<file path="config.mk">
export PLATFORM = sky130hd
export DESIGN_NAME = alu_result_stage
export DESIGN_NICKNAME = d
export VERILOG_FILES = /design/src/rtl/alu_result_stage.sv
export SDC_FILE = /design/constraint.sdc
export NUM_CORES = 1
export LEC_CHECK = 0
export ABC_CLOCK_PERIOD_IN_PS = 8600
export BUFFER_PORTS_ARGS = -buffer_cell sky130_fd_sc_hd__buf_4
export CORE_UTILIZATION = 30
export DETAILED_ROUTE_END_ITERATION = 7
export PLACE_DENSITY_LB_ADDON = 0.25
export SETUP_SLACK_MARGIN = 0.2
export SLEW_MARGIN = 25
export SYNTH_ARGS = -nofsm -noshare
export SYNTH_HDL_FRONTEND = slang
export SYNTH_SLANG_ARGS = --single-unit
</file>
<file path="constraint.sdc">
create_clock -name clock -period 8.6 [get_ports clock]
set_input_delay 0.86 -clock clock [delete_from_list [all_inputs] [get_ports clock]]
set_output_delay 0.86 -clock clock [all_outputs]
set_load 0.005 [all_outputs]
</file>
<file path="src/rtl/alu_result_stage.sv">
// alu_result_stage: captures ALU result into Z, maintains HI/LO, and serialises results as 1-2 bus beats.
module alu_result_stage #(
  parameter int DATA_W = 32,
  parameter int CNT_W = 16,
  parameter logic [4:0] MUL_OP = 5'b01110,
  parameter logic [4:0] DIV_OP = 5'b01111,
  parameter logic [4:0] MFHI_OP = 5'b10111,
  parameter logic [4:0] MFLO_OP = 5'b11000,
  parameter logic [4:0] NOP_OP = 5'b11001,
  parameter logic [4:0] HALT_OP = 5'b11010
) (
  input  logic                clock,
  input  logic                clear,
  input  logic [2*DATA_W-1:0] c_in,
  input  logic [4:0]          opcode,
  input  logic                in_valid,
  output logic                in_ready,
  output logic [DATA_W-1:0]   out_data,
  output logic                out_hi,
  output logic                out_valid,
  input  logic                out_ready,
  output logic [DATA_W-1:0]   hi_q,
  output logic [DATA_W-1:0]   lo_q,
  output logic [2*DATA_W-1:0] z_q,
  output logic                halted,
  output logic [CNT_W-1:0]    retired
);
  localparam logic [1:0] IDLE = 2'd0;
  localparam logic [1:0] BEAT_LO = 2'd1;
  localparam logic [1:0] BEAT_HI = 2'd2;
  logic [1:0] state;
  logic wide;
  logic is_wide, is_nop, is_halt, last_beat, acc;
  logic [2*DATA_W-1:0] z_next;
  assign is_wide = opcode == MUL_OP || opcode == DIV_OP;
  assign is_nop = opcode == NOP_OP;
  assign is_halt = opcode == HALT_OP;
  assign out_valid = state != IDLE;
  assign out_hi = state == BEAT_HI;
  assign out_data = state == BEAT_LO ? z_q[DATA_W-1:0] : state == BEAT_HI ? z_q[2*DATA_W-1:DATA_W] : '0;
  assign last_beat = state == BEAT_HI || (state == BEAT_LO && !wide);
  assign in_ready = !clear && !halted && (state == IDLE || (out_valid && out_ready && last_beat));
  assign acc = in_valid && in_ready;
  // mfhi/mflo sample HI/LO as they stand before this edge
  assign z_next = is_wide ? c_in
                : opcode == MFHI_OP ? {{DATA_W{1'b0}}, hi_q}
                : opcode == MFLO_OP ? {{DATA_W{1'b0}}, lo_q}
                : {{DATA_W{1'b0}}, c_in[DATA_W-1:0]};
  always_ff @(posedge clock or posedge clear) begin
    if (clear) begin
      state <= IDLE;
      wide <= 1'b0;
      hi_q <= '0;
      lo_q <= '0;
      z_q <= '0;
      halted <= 1'b0;
      retired <= '0;
    end else if (acc) begin
      if (is_halt || is_nop) begin
        state <= IDLE;
        halted <= halted | is_halt;
      end else begin
        state <= BEAT_LO;
        wide <= is_wide;
        z_q <= z_next;
        retired <= retired + CNT_W'(1);
        if (is_wide) begin
          hi_q <= c_in[2*DATA_W-1:DATA_W];
          lo_q <= c_in[DATA_W-1:0];
        end
      end
    end else if (out_valid && out_ready) begin
      state <= (state == BEAT_LO && wide) ? BEAT_HI : IDLE;
    end
  end
endmodule

</file>
# ---- Word-level counts from Yosys, hierarchy flattened
# Index checks and enable logic that the tools add are counted.
dict set report word_totals {
  regBits 148
  inputBits 73
  word_cells 47
}
dict set report op_classes {
  n_addsub 1
  eq_ne 8
  muxes 9
  bitwise_logic 2
  n_reduce_logical 20
}
# cell count
set ops {}
lappend ops {{$mux W32} 4}
lappend ops {{$mux W64} 1}
lappend ops {{$eq A5 B5 Y1 const B} 4}
lappend ops {{$add A16 B1 Y16 const B} 1}
lappend ops {{$eq A5 B4 Y1 const B} 2}
lappend ops {{$logic_and A1 B1 Y1} 7}
lappend ops {{$mux W2} 3}
lappend ops {{$logic_or A1 B1 Y1} 4}
lappend ops {{$reduce_and A2 Y1} 2}
lappend ops {{$reduce_bool A2 Y1} 2}
lappend ops {{$logic_not A1 Y1} 3}
lappend ops {{$reduce_and A3 Y1} 1}
lappend ops {{$eq A2 B1 Y1 const B} 1}
lappend ops {{$eq A2 B2 Y1 const B} 1}
lappend ops {{$logic_not A2 Y1} 1}
lappend ops {{$mux W1} 1}
lappend ops {{$not A1 Y1} 1}
lappend ops {{$or A1 B1 Y1} 1}

# ---- Longest topological paths before layout
# Gate-level depths: netlist of the first run.
dict set report depth {
  depth_word 8
  mapped_depth 8
  ltp_nobuf 5
}

# ---- Least setup slack after synthesis of the first run
# Ideal clock, no wire load.
dict set report synth_timing {
  kind {input to register}
  startpoint {in out_ready}
  endpoint {reg hi_q[10]}
  setup_ns 0.125
  arrival_ns 2.173
  t_required_ns 8.475
  slack_ns 6.302
  stages 7
  cell_sequence {nor2b_1 o311a_1 buf_2 and2_1 buf_6 buf_6 mux2_4}
}
dict set report synth_between {
  elab_chain_len 6
}
# item line
set synth_lines {}
lappend synth_lines {{start: declaration} 21} ;# input logic out_ready,
lappend synth_lines {{$logic_and A1 B1 Y1 (2 in series)} 42} ;# assign in_ready = !clear && !halted && (state == IDLE || (out_valid && out_ready && last_beat));
lappend synth_lines {{$logic_or A1 B1 Y1} 42}
lappend synth_lines {{$logic_and A1 B1 Y1} 42}
lappend synth_lines {{$logic_and A1 B1 Y1} 43} ;# assign acc = in_valid && in_ready;
lappend synth_lines {{$reduce_and A3 Y1 (no line)} n/a}
lappend synth_lines {{end signal: assignment} 68} ;# hi_q <= c_in[2*DATA_W-1:DATA_W];
lappend synth_lines {{end: declaration} 22} ;# output logic [DATA_W-1:0] hi_q,
# Every way passes these cells.
# A chain may end at the register's enable or synchronous reset.

# ---- Final worst setup path of the first run
dict set report layout_timing {
  startpoint {in out_ready}
  endpoint {reg hi_q[17]}
}
# The elaborated chain is that of the path after synthesis.

==> results of run 1 <==
==> cells in the mapped netlist, types with 2 or more instances <==
cell	instances
dfrtp_1	148
a22o_1	64
o21ai_0	52
clkbuf_1	46
nand3_1	39
inv_1	35
a21boi_0	33
and3_1	33
mux2_4	33
nand3b_1	33
o31ai_1	31
o211ai_2	20
buf_6	12
o211ai_1	11
o21ai_1	11
xnor2_1	10
buf_2	8
nor3_1	6
xor2_1	6
nor2_1	5
nand2_1	4
nand4_1	4
and2_1	3
and4_1	3
mux2_2	3
nor2b_1	3
a31o_2	2
and4b_1	2
o31a_1	2
==> layout make-up <==
cell class                      count  area (um2)  area share
Clock buffer                       18       439.2     0.04322
Clock inverter                     14       143.9     0.01416
Inverter                           35       136.4     0.01342
Multi-Input combinational cell    423        3361      0.3307
Sequential cell                   148        3704      0.3645
Tap cell                          324       405.4     0.03990
Timing Repair Buffer              260        1972      0.1941
==> flip-flops by register name, indices dropped and copies added, names as in the netlist <==
name and flops:
z_q 64, hi_q 32, lo_q 32, retired 16, state 2, halted 1, wide 1
==> routing by layer <==
metal | wire length (um) | up-vias | track usage
li1 | - | 2932 | -
met1 | 11130 | 3154 | 0.2566
met2 | 10830 | 207 | 0.2854
met3 | 1447 | 17 | 0.04649
met4 | 238 | 0 | 0.04589
met5 | 0 | - | 0
==> layout by cell type (no fill, tap or decap), drive strengths merged, types with 33 or more instances in the layout <==
| cell type | netlist | layout |
|---|---|---|
| dfrtp | 148 | 148 |
| o21ai | 63 | 63 |
| mux2 | 36 | 36 |
| a22o | 64 | 64 |
| nand3b | 33 | 33 |
| nand3 | 39 | 39 |
| and3 | 33 | 33 |
| buf | 21 | 260 |
| inv | 35 | 41 |
| a21boi | 33 | 33 |
==> final timing paths <==
kind	slack [ps]	to
min	480	retired[15]
max in group asynchronous	6640	z_q[25]
min reg2reg	480	retired[15]
max	5180	hi_q[17]
min in group asynchronous	550	halted
max reg2reg	5220	hi_q[17]
==> logic make-up after synthesis <==
| kind of cell | Yosys count | synth area share |
|---|---|---|
| xor+xnor | 16 | 0.01869 |
| simple gates | 140 | 0.1150 |
| flops | 148 | 0.4939 |
| compound gates | 230 | 0.2358 |
| fa+ha+maj | 1 | 0.001668 |
| mux | 36 | 0.07058 |
| buf+inv | 102 | 0.06441 |
==> critical path: cells and delay by family <==
kind	cells	cell delay [ps]
compound gates	1	200
simple gates	2	920
mux	1	350
buf+inv	3	1310
==> power by group through the flow <==
stage / clock [mW] / sequential, mW / combinational, mW
after CTS: 0.763 / 0.953 / 0.569
after global placement: 0 / 0.961 / 0.563
after detailed placement: 0 / 0.964 / 0.567
final: 0.745 / 0.953 / 0.560
after floorplan: 0 / 0.936 / 0.242
after global routing: 0.792 / 0.972 / 0.611
==> stage by stage <==
step / hold WS (ps) / cell area [um2]
6_report: 481.2 / 10160
5_1_grt: 517.8 / 10160
4_1_cts: 491.3 / 10130
3_5_place_dp: 481.5 / 9548
3_3_place_gp: 467.2 / 9548
2_1_floorplan: 468.3 / 7498
==> impl_metrics.tcl, run 1 <==
set metrics [dict create \
    drt_iter0_markers 282 \
    tritoncts "done" \
    first_pass_iters 5 \
    io_pins 253 \
    chipWidth_um 160.1 \
    cts.path.max_buffers 2 \
    fin_util 0.4166 \
    tightest_slew_ps 1027 \
    diodes 0 \
    crit_path_top_delay_cell "buf_4" \
    max_stage_delay_ps 720 \
    area_growth_pct 35.51 \
    fillers 2378 \
    combPwrFrac 0.248 \
    ant_nets 0 \
    ys_seq_area_frac 0.4939 \
    endpoint_kind "flip-flop" \
    clk_pin_slew_ps 70 \
    grt_remaining_overflow 0 \
    clock.fmax_mhz 292.4 \
    total_power_mw 2.258 \
    leakage_nw 4.887 \
    worstRegToRegCells 6 \
    die_area_mm2 0.02563 \
    cp.arrival_ps 3720 \
    max-slew-margin-rel 0.3140 \
    root_buffer "clkbuf_16" \
    min_from "retired[15]" \
    critPathKind "input port to flip-flop" \
    tns_ps 0 \
    hold_viol_final 0 \
    cts_buffers 17 \
    htree_num_levels 4 \
    rsz0062_at_grt "no" \
    io_buffer_count 252 \
    nets 959 \
    critPathRequiredTime_ps 8900 \
    finalNonFillerCells 1222 \
    post_cts_resized 0 \
    whs_path_depth 1 \
    synth_ff_type "dfrtp_1" \
    start_util 0.3074 \
    drt_wl_total_mm 23.65 \
    synth_top_cell_area_share 0.4939 \
    grt_pass1_vias 6219 \
    num_rows 57 \
    worstPathMaxFanout 60 \
    min_path_type "flip-flop to flip-flop" \
    swShare 0.3036 \
    yosys.area.top_type "dfrtp_1" \
    chipHeight_um 160.1 \
    via_per_inst 5.164 \
    core_area_mm2 0.02439 \
    seqPwrFrac 0.422 \
    vdd_ir_drop_max_mv 0.09469 \
    drc_errors 0 \
    yosys-top-cells-area "dfrtp_1 (49%), a22o_1 (7.5%), mux2_4 (6.6%), o21ai_0 (3.5%), o211ai_2 (3.3%)" \
    drive_gt1_frac 0.4087 \
    clk_latency_ps 420 \
    synth_cells 673 \
    cts_setup_buffers 0 \
    switching_power_mw 0.6855 \
    finClkSkew_ps 12.84 \
    synth_edf_count 0 \
    cts_hold_buf 0 \
    crit_top_cell "buf_4" \
    vias 6310 \
    dp.cells 1189 \
    slew_violations 0 \
    fin_crit_sh 0.3976 \
    syn_area_mm2 0.007498 \
    gp_congestion 0.7528 \
    cts.sink_count 148 \
    cap_viol_max_count 0 \
    pre_cts_ws_ps 4547 \
    powerDensity_mw_per_mm2 222.2 \
    p_int_mw 1.572 \
    cp-start-kind "input port" \
    syn-num-nets 747 \
    syn-mean-instance-area_um2 11.14 \
    setup_viol 0 \
    rr_startpoint "state[1]" \
    min_period_ps 3419 \
    crit_chain "buf_4, nor3b_2, o311a_2, buf_4, and2_4, buf_4, mux2_4" \
    post_synth_num_cell_types 40 \
    grt_max_degree 80 \
    pwr-share-clk 0.330 \
    yosys_warnings 0 \
    run_status "completed" \
    routedWlPerCell_um 19.35 \
    fin_ws_ps 5181 \
    antenna_found_initial 0 \
    track_usage 0.1845 \
    dpl.hpwl_mm 14.91 \
    grt_pass1_wl_mm 36.87 \
    ys_ff_latch 148 \
    synthArstFlopShare 1.000 \
    critPathLaunch "out_ready" \
]
No activity file was read; power rests on OpenSTA's default activity.
==> run 2, diff against run 1 <==
--- a/config.mk
+++ b/config.mk
@@ -5,7 +5,7 @@
 export SDC_FILE = /design/constraint.sdc
 export NUM_CORES = 1
 export LEC_CHECK = 0
-export ABC_CLOCK_PERIOD_IN_PS = 8600
+export ABC_CLOCK_PERIOD_IN_PS = 2800
 export BUFFER_PORTS_ARGS = -buffer_cell sky130_fd_sc_hd__buf_4
 export CORE_UTILIZATION = 30
 export DETAILED_ROUTE_END_ITERATION = 7
==> constraint.sdc (replaced) <==
create_clock -name clock -period 2.8 [get_ports clock]
set_input_delay 0.28 -clock clock [delete_from_list [all_inputs] [get_ports clock]]
set_output_delay 0.28 -clock clock [all_outputs]
set_load 0.005 [all_outputs]
==> run 2 against run 1 <==
  * Die area unchanged
  * Final cell count increased by 1.5%
  * Global-route usage increased by 0.49 points
  * Wire length increased by 2.0%
  * Combinational power increased to 3.1 times the previous value
  * Via count decreased by 0.19%
  * Register-to-register slack got worse by 4500 ps
  * Largest power group unchanged
  * Non-clock buffer count increased by 18
  * Largest cell class unchanged
  * Utilization increased by 0.71 points
  * Worst setup slack got worse by 4800 ps
  * Critical path depth decreased by 3
==> impl_metrics.tcl, run 2 (synthesis gave the netlist of run 1 again) <==
set metrics [dict create \
    io_buffer_count 252 \
    leakage_nw 4.982 \
    vdd_ir_drop_max_mv 0.3629 \
    cp-start-kind "flip-flop" \
    chipHeight_um 160.1 \
    endpoint_kind "output pin" \
    tns_ps 0 \
    fin_util 0.4237 \
    grt_max_degree 68 \
    worstPathMaxFanout 21 \
    cts_hold_buf 0 \
    rsz0062_at_grt "no" \
    first_pass_iters 6 \
    vias 6298 \
    drc_errors 0 \
    whs_ps 43.64 \
    htree_num_levels 4 \
    clock.fmax_mhz 418.5 \
    cap_viol_max_count 0 \
    die_area_mm2 0.02563 \
    run_status "completed" \
    critPathRequiredTime_ps 2520 \
    fillers 2389 \
    final_cell_mix "buf_4 (273), dfrtp_1 (148), a22o_1 (64), o21ai_0 (52), nand3_1 (39)" \
    gp_congestion 0.7459 \
    cts_buffers 17 \
    cp.arrival_ps 2110 \
    wl_met2_mm 11.27 \
    critPathKind "flip-flop to output pin" \
    diodes 0 \
    pwr-share-clk 0.329 \
    max-slew-margin-rel 0.4282 \
    min_path_type "input port to async pin" \
    antenna_found_initial 0 \
    switching_power_mw 2.072 \
    largest_reg_flops 64 \
    reg_top3 "z_q (64), hi_q (32), lo_q (32)" \
    drt_wl_total_mm 24.11 \
    slew_violations 0 \
    clk_pin_slew_ps 60 \
    chipWidth_um 160.1 \
    post_cts_resized 0 \
    cts.sink_count 148 \
    largest-register "z_q" \
    clk_latency_ps 420 \
    core_area_mm2 0.02439 \
    crit_top_cell "buf_4" \
    combPwrFrac 0.252 \
    cts.path.max_buffers 2 \
    root_buffer "clkbuf_16" \
    finClkSkew_ps 8.036 \
    track_usage 0.1894 \
    p_int_mw 4.902 \
    routed.top_layer "met4" \
    dp.cells 1208 \
    area_growth_pct 37.81 \
    seqPwrFrac 0.419 \
    crit_path_top_delay_cell "nor2b_4" \
    setup_viol 0 \
    swShare 0.2971 \
    via_per_inst 5.079 \
    drt_iter0_markers 292 \
    min_period_ps 2389 \
    max_stage_delay_ps 660 \
    hold_viol_final 0 \
    start_util 0.3074 \
    finalNonFillerCells 1240 \
    crit_chain "nor2b_4, buf_4, a22o_1, buf_4" \
    tritoncts "done" \
    ant_nets 0 \
    tightest_slew_ps 855.9 \
    wl_met3_mm 1.787 \
    powerDensity_mw_per_mm2 674.8 \
    routedWlPerCell_um 19.44 \
    nets 977 \
    grt_pass1_wl_mm 37.80 \
    drive_gt1_frac 0.4192 \
    num_rows 57 \
    drt-met1-wl_mm 10.77 \
    dpl.hpwl_mm 16.72 \
    cts_setup_buffers 0 \
    fin_crit_sh 0.8533 \
    final_common_cell "buf_4" \
    grt_pass1_vias 6447 \
    io_pins 253 \
    grt_remaining_overflow 0 \
]
[run 2: cell types whose count changed in the layout (fill, tap and decap cells not counted), moves of 2 or more]
| cell | change |
|---|---|
| inv_8 | -3 |
| clkinvlp_4 | +2 |
| buf_4 | +14 |
| buf_12 | +5 |
[run 2: power by group through the flow]
stage / logic (mW) / clock network, mW / registers [mW]
6_report: 1.76 / 2.29 / 2.92
5_1_grt: 1.92 / 2.42 / 2.99
4_1_cts: 1.79 / 2.34 / 2.93
3_5_place_dp: 1.78 / 0 / 2.97
3_3_place_gp: 1.76 / 0 / 2.96
2_1_floorplan: 0.744 / 0 / 2.88
[run 2: layer usage]
layer  vias to the layer above  GRT usage
li1                       2967          -
met1                      3105     0.2539
met2                       209     0.3028
met3                        17    0.04727
met4                         0    0.05195
met5                         -          0
[run 2: path summary, 6_finish.rpt]
path                       slack, ps      endpoint  depth (start not counted)        start
max in group asynchronous       2000        z_q[6]                          3        clear
setup reg to reg                 690   retired[12]                          6     state[1]
hold / removal                    40       lo_q[7]                          2        clear
setup / recovery                 410  out_data[10]                          4     state[1]
min in group clock                90       z_q[55]                          2     c_in[55]
hold reg to reg                  470   retired[15]                          1  retired[15]
[run 2: per-stage QoR]
stage | area (um2) | worst slack [ps] | total power [mW]
floorplan | 7502 | 659.0 | 3.621
global placement | 9752 | 702.3 | 4.722
detailed placement | 9752 | 641.8 | 4.749
CTS | 10330 | 381.4 | 7.063
global route | 10330 | 280.9 | 7.326
finish | 10330 | 410.7 | 6.973
[run 2: critical path: cells and delay by family, from the launching register on]
family,cells,cell delay [ps]
compound gates,1,160
buf+inv,2,400
flops,1,480
simple gates,1,660
[run 2: final cells by class]
| cell class | count | area [um2] | share of cell area |
|---|---|---|---|
| clock buffers | 18 | 429.2 | 0.04153 |
| multi-input cells | 423 | 3358 | 0.3250 |
| repair buffers | 278 | 2150 | 0.2080 |
| well taps | 324 | 405.4 | 0.03923 |
| inverters | 35 | 135.1 | 0.01308 |
| clock inverters | 14 | 152.6 | 0.01477 |
| flip-flops and latches | 148 | 3704 | 0.3584 |
==> run 3, diff against run 2 <==
==> constraint.sdc (replaced) <==
create_clock -name clock -period 2.8 [get_ports clock]
set_input_delay 0.42 -clock clock [delete_from_list [all_inputs] [get_ports clock]]
set_output_delay 0.42 -clock clock [all_outputs]
set_load 0.005 [all_outputs]
==> run 3 against run 2 <==
  * Clock skew up 1.7 ps
  * Total power up 4.2%
  * Die area stayed put
  * Worst setup slack got worse by 46 ps
  * Register-to-register slack gained 60 ps
  * Critical endpoint is now out_data[11]
==> impl_metrics.tcl, run 3 (synthesis gave the netlist of run 1 again) <==
set metrics [dict create \
    leakage_nw 5.046 \
    tritoncts "done" \
    worstRegToRegCells 5 \
    tns_ps 0 \
    drc_errors 0 \
    max_stage_delay_ps 540 \
    powerDensity_mw_per_mm2 697.0 \
    worstPathMaxFanout 19 \
    rrSetupSlack_ps 750 \
    chipWidth_um 160.1 \
    io_pins 253 \
    first_pass_iters 5 \
    grt_pass1_vias 6444 \
    cts.sink_count 148 \
    core_area_mm2 0.02439 \
    grt_pass1_wl_mm 37.56 \
    diodes 0 \
    vias 6335 \
    slew_violations 0 \
    critPathRequiredTime_ps 2380 \
    cts_setup_buffers 0 \
    hold_viol_final 0 \
    post_cts_resized 0 \
    grt_max_degree 65 \
    largest_reg_flops 64 \
    htree_num_levels 4 \
    drive_gt1_frac 0.4205 \
    tightest_slew_ps 790.6 \
    cts_hold_buf 0 \
    cts.path.max_buffers 2 \
    antenna_found_initial 0 \
    rr_endpoint "hi_q[8]" \
    gp_congestion 0.7654 \
    routedWlPerCell_um 19.55 \
    crit_path_top_delay_cell "nor2_4" \
    run_status "completed" \
    min_path_type "input port to async pin" \
    drt_iter0_markers 381 \
    drt_wl_total_mm 24.28 \
    fin_crit_sh 0.8699 \
    io_buffer_count 252 \
    finClkSkew_ps 9.746 \
    final_common_cell "buf_4" \
    crit_chain "inv_1, nor2_4, buf_12, a22o_1, buf_4" \
    cp.arrival_ps 2020 \
    fin_util 0.4274 \
    rr_startpoint "state[1]" \
    chipHeight_um 160.1 \
    cap_viol_max_count 0 \
    rsz0062_at_grt "no" \
    reg_top3 "z_q (64), hi_q (32), lo_q (32)" \
    track_usage 0.1894 \
    grt_remaining_overflow 0 \
    die_area_mm2 0.02563 \
    root_buffer "clkbuf_16" \
    clk_latency_ps 420 \
    vdd_ir_drop_max_mv 0.3101 \
    via_per_inst 5.101 \
    nets 979 \
    ant_nets 0 \
    critPathKind "flip-flop to output pin" \
    min_period_ps 2436 \
    area_growth_pct 39.01 \
    num_rows 57 \
    whs_ps 118.0 \
    setup_viol 0 \
    dpl.hpwl_mm 16.77 \
    clock.fmax_mhz 410.6 \
    largest-register "z_q" \
    fin_ws_ps 364.3 \
    cp-start-kind "flip-flop" \
    final_cell_mix "buf_4 (275), dfrtp_1 (148), a22o_1 (64), o21ai_0 (52), nand3_1 (39)" \
    crit_family "simple AND/OR/NAND/NOR gates" \
    cts_buffers 17 \
    endpoint_kind "output pin" \
    clk_pin_slew_ps 70 \
    max-slew-margin-rel 0.4729 \
    pre_cts_ws_ps 595.3 \
    start_util 0.3074 \
    path_buf_inv 3 \
]
run 3: changes by cell type in the layout (fill, tap and decap cells not counted), sizes merged:
| cell | previous run | this run |
|---|---|---|
| buf | 278 | 280 |
| clkinvlp | 5 | 1 |
| inv | 38 | 35 |
| bufinv | 2 | 5 |
| clkbuf | 18 | 20 |
| clkinv | 4 | 6 |
run 3: worst max-delay path by stage:
stage,startpoint,end,cells after the start
6_report,state[0],out_data[11],5
5_1_grt,state[0],out_data[13],5
4_1_cts,state[0],out_data[11],5
3_5_place_dp,opcode[0],z_q[18],6
3_3_place_gp,opcode[4],hi_q[17],5
2_1_floorplan,clear,halted,1
run 3: power breakdown:
part | internal (mW) | switching, mW | total [mW]
Sequential | 2.53 | 0.403 | 2.94
Clock | 1.63 | 0.942 | 2.58
Combinational | 1.05 | 0.707 | 1.75
run 3: final cells by class:
class / count / area, um2
Fill cell: 2383 / 13970
Sequential cell: 148 / 3704
Multi-Input combinational cell: 423 / 3358
Timing Repair Buffer: 280 / 2165
Clock buffer: 20 / 456.7
Tap cell: 324 / 405.4
Clock inverter: 12 / 200.2
Inverter: 35 / 135.1
run 3: through the flow:
step | cell area, um2 | power (mW) | instances
after floorplan | 7502 | 3.621 | 673
after global placement | 9767 | 4.717 | 1210
after detailed placement | 9767 | 4.745 | 1210
after CTS | 10420 | 7.357 | 1242
after global routing | 10420 | 7.626 | 1242
final | 10420 | 7.265 | 1242
run 3: layer usage:
layer / GRT usage / part of all wire / up-vias
met3: 0.04494 / 0.066 / 20
li1: - / - / 2974
met2: 0.2998 / 0.47 / 230
met5: 0 / 0 / -
met4: 0.06190 / 0.016 / 0
met1: 0.2538 / 0.45 / 3111
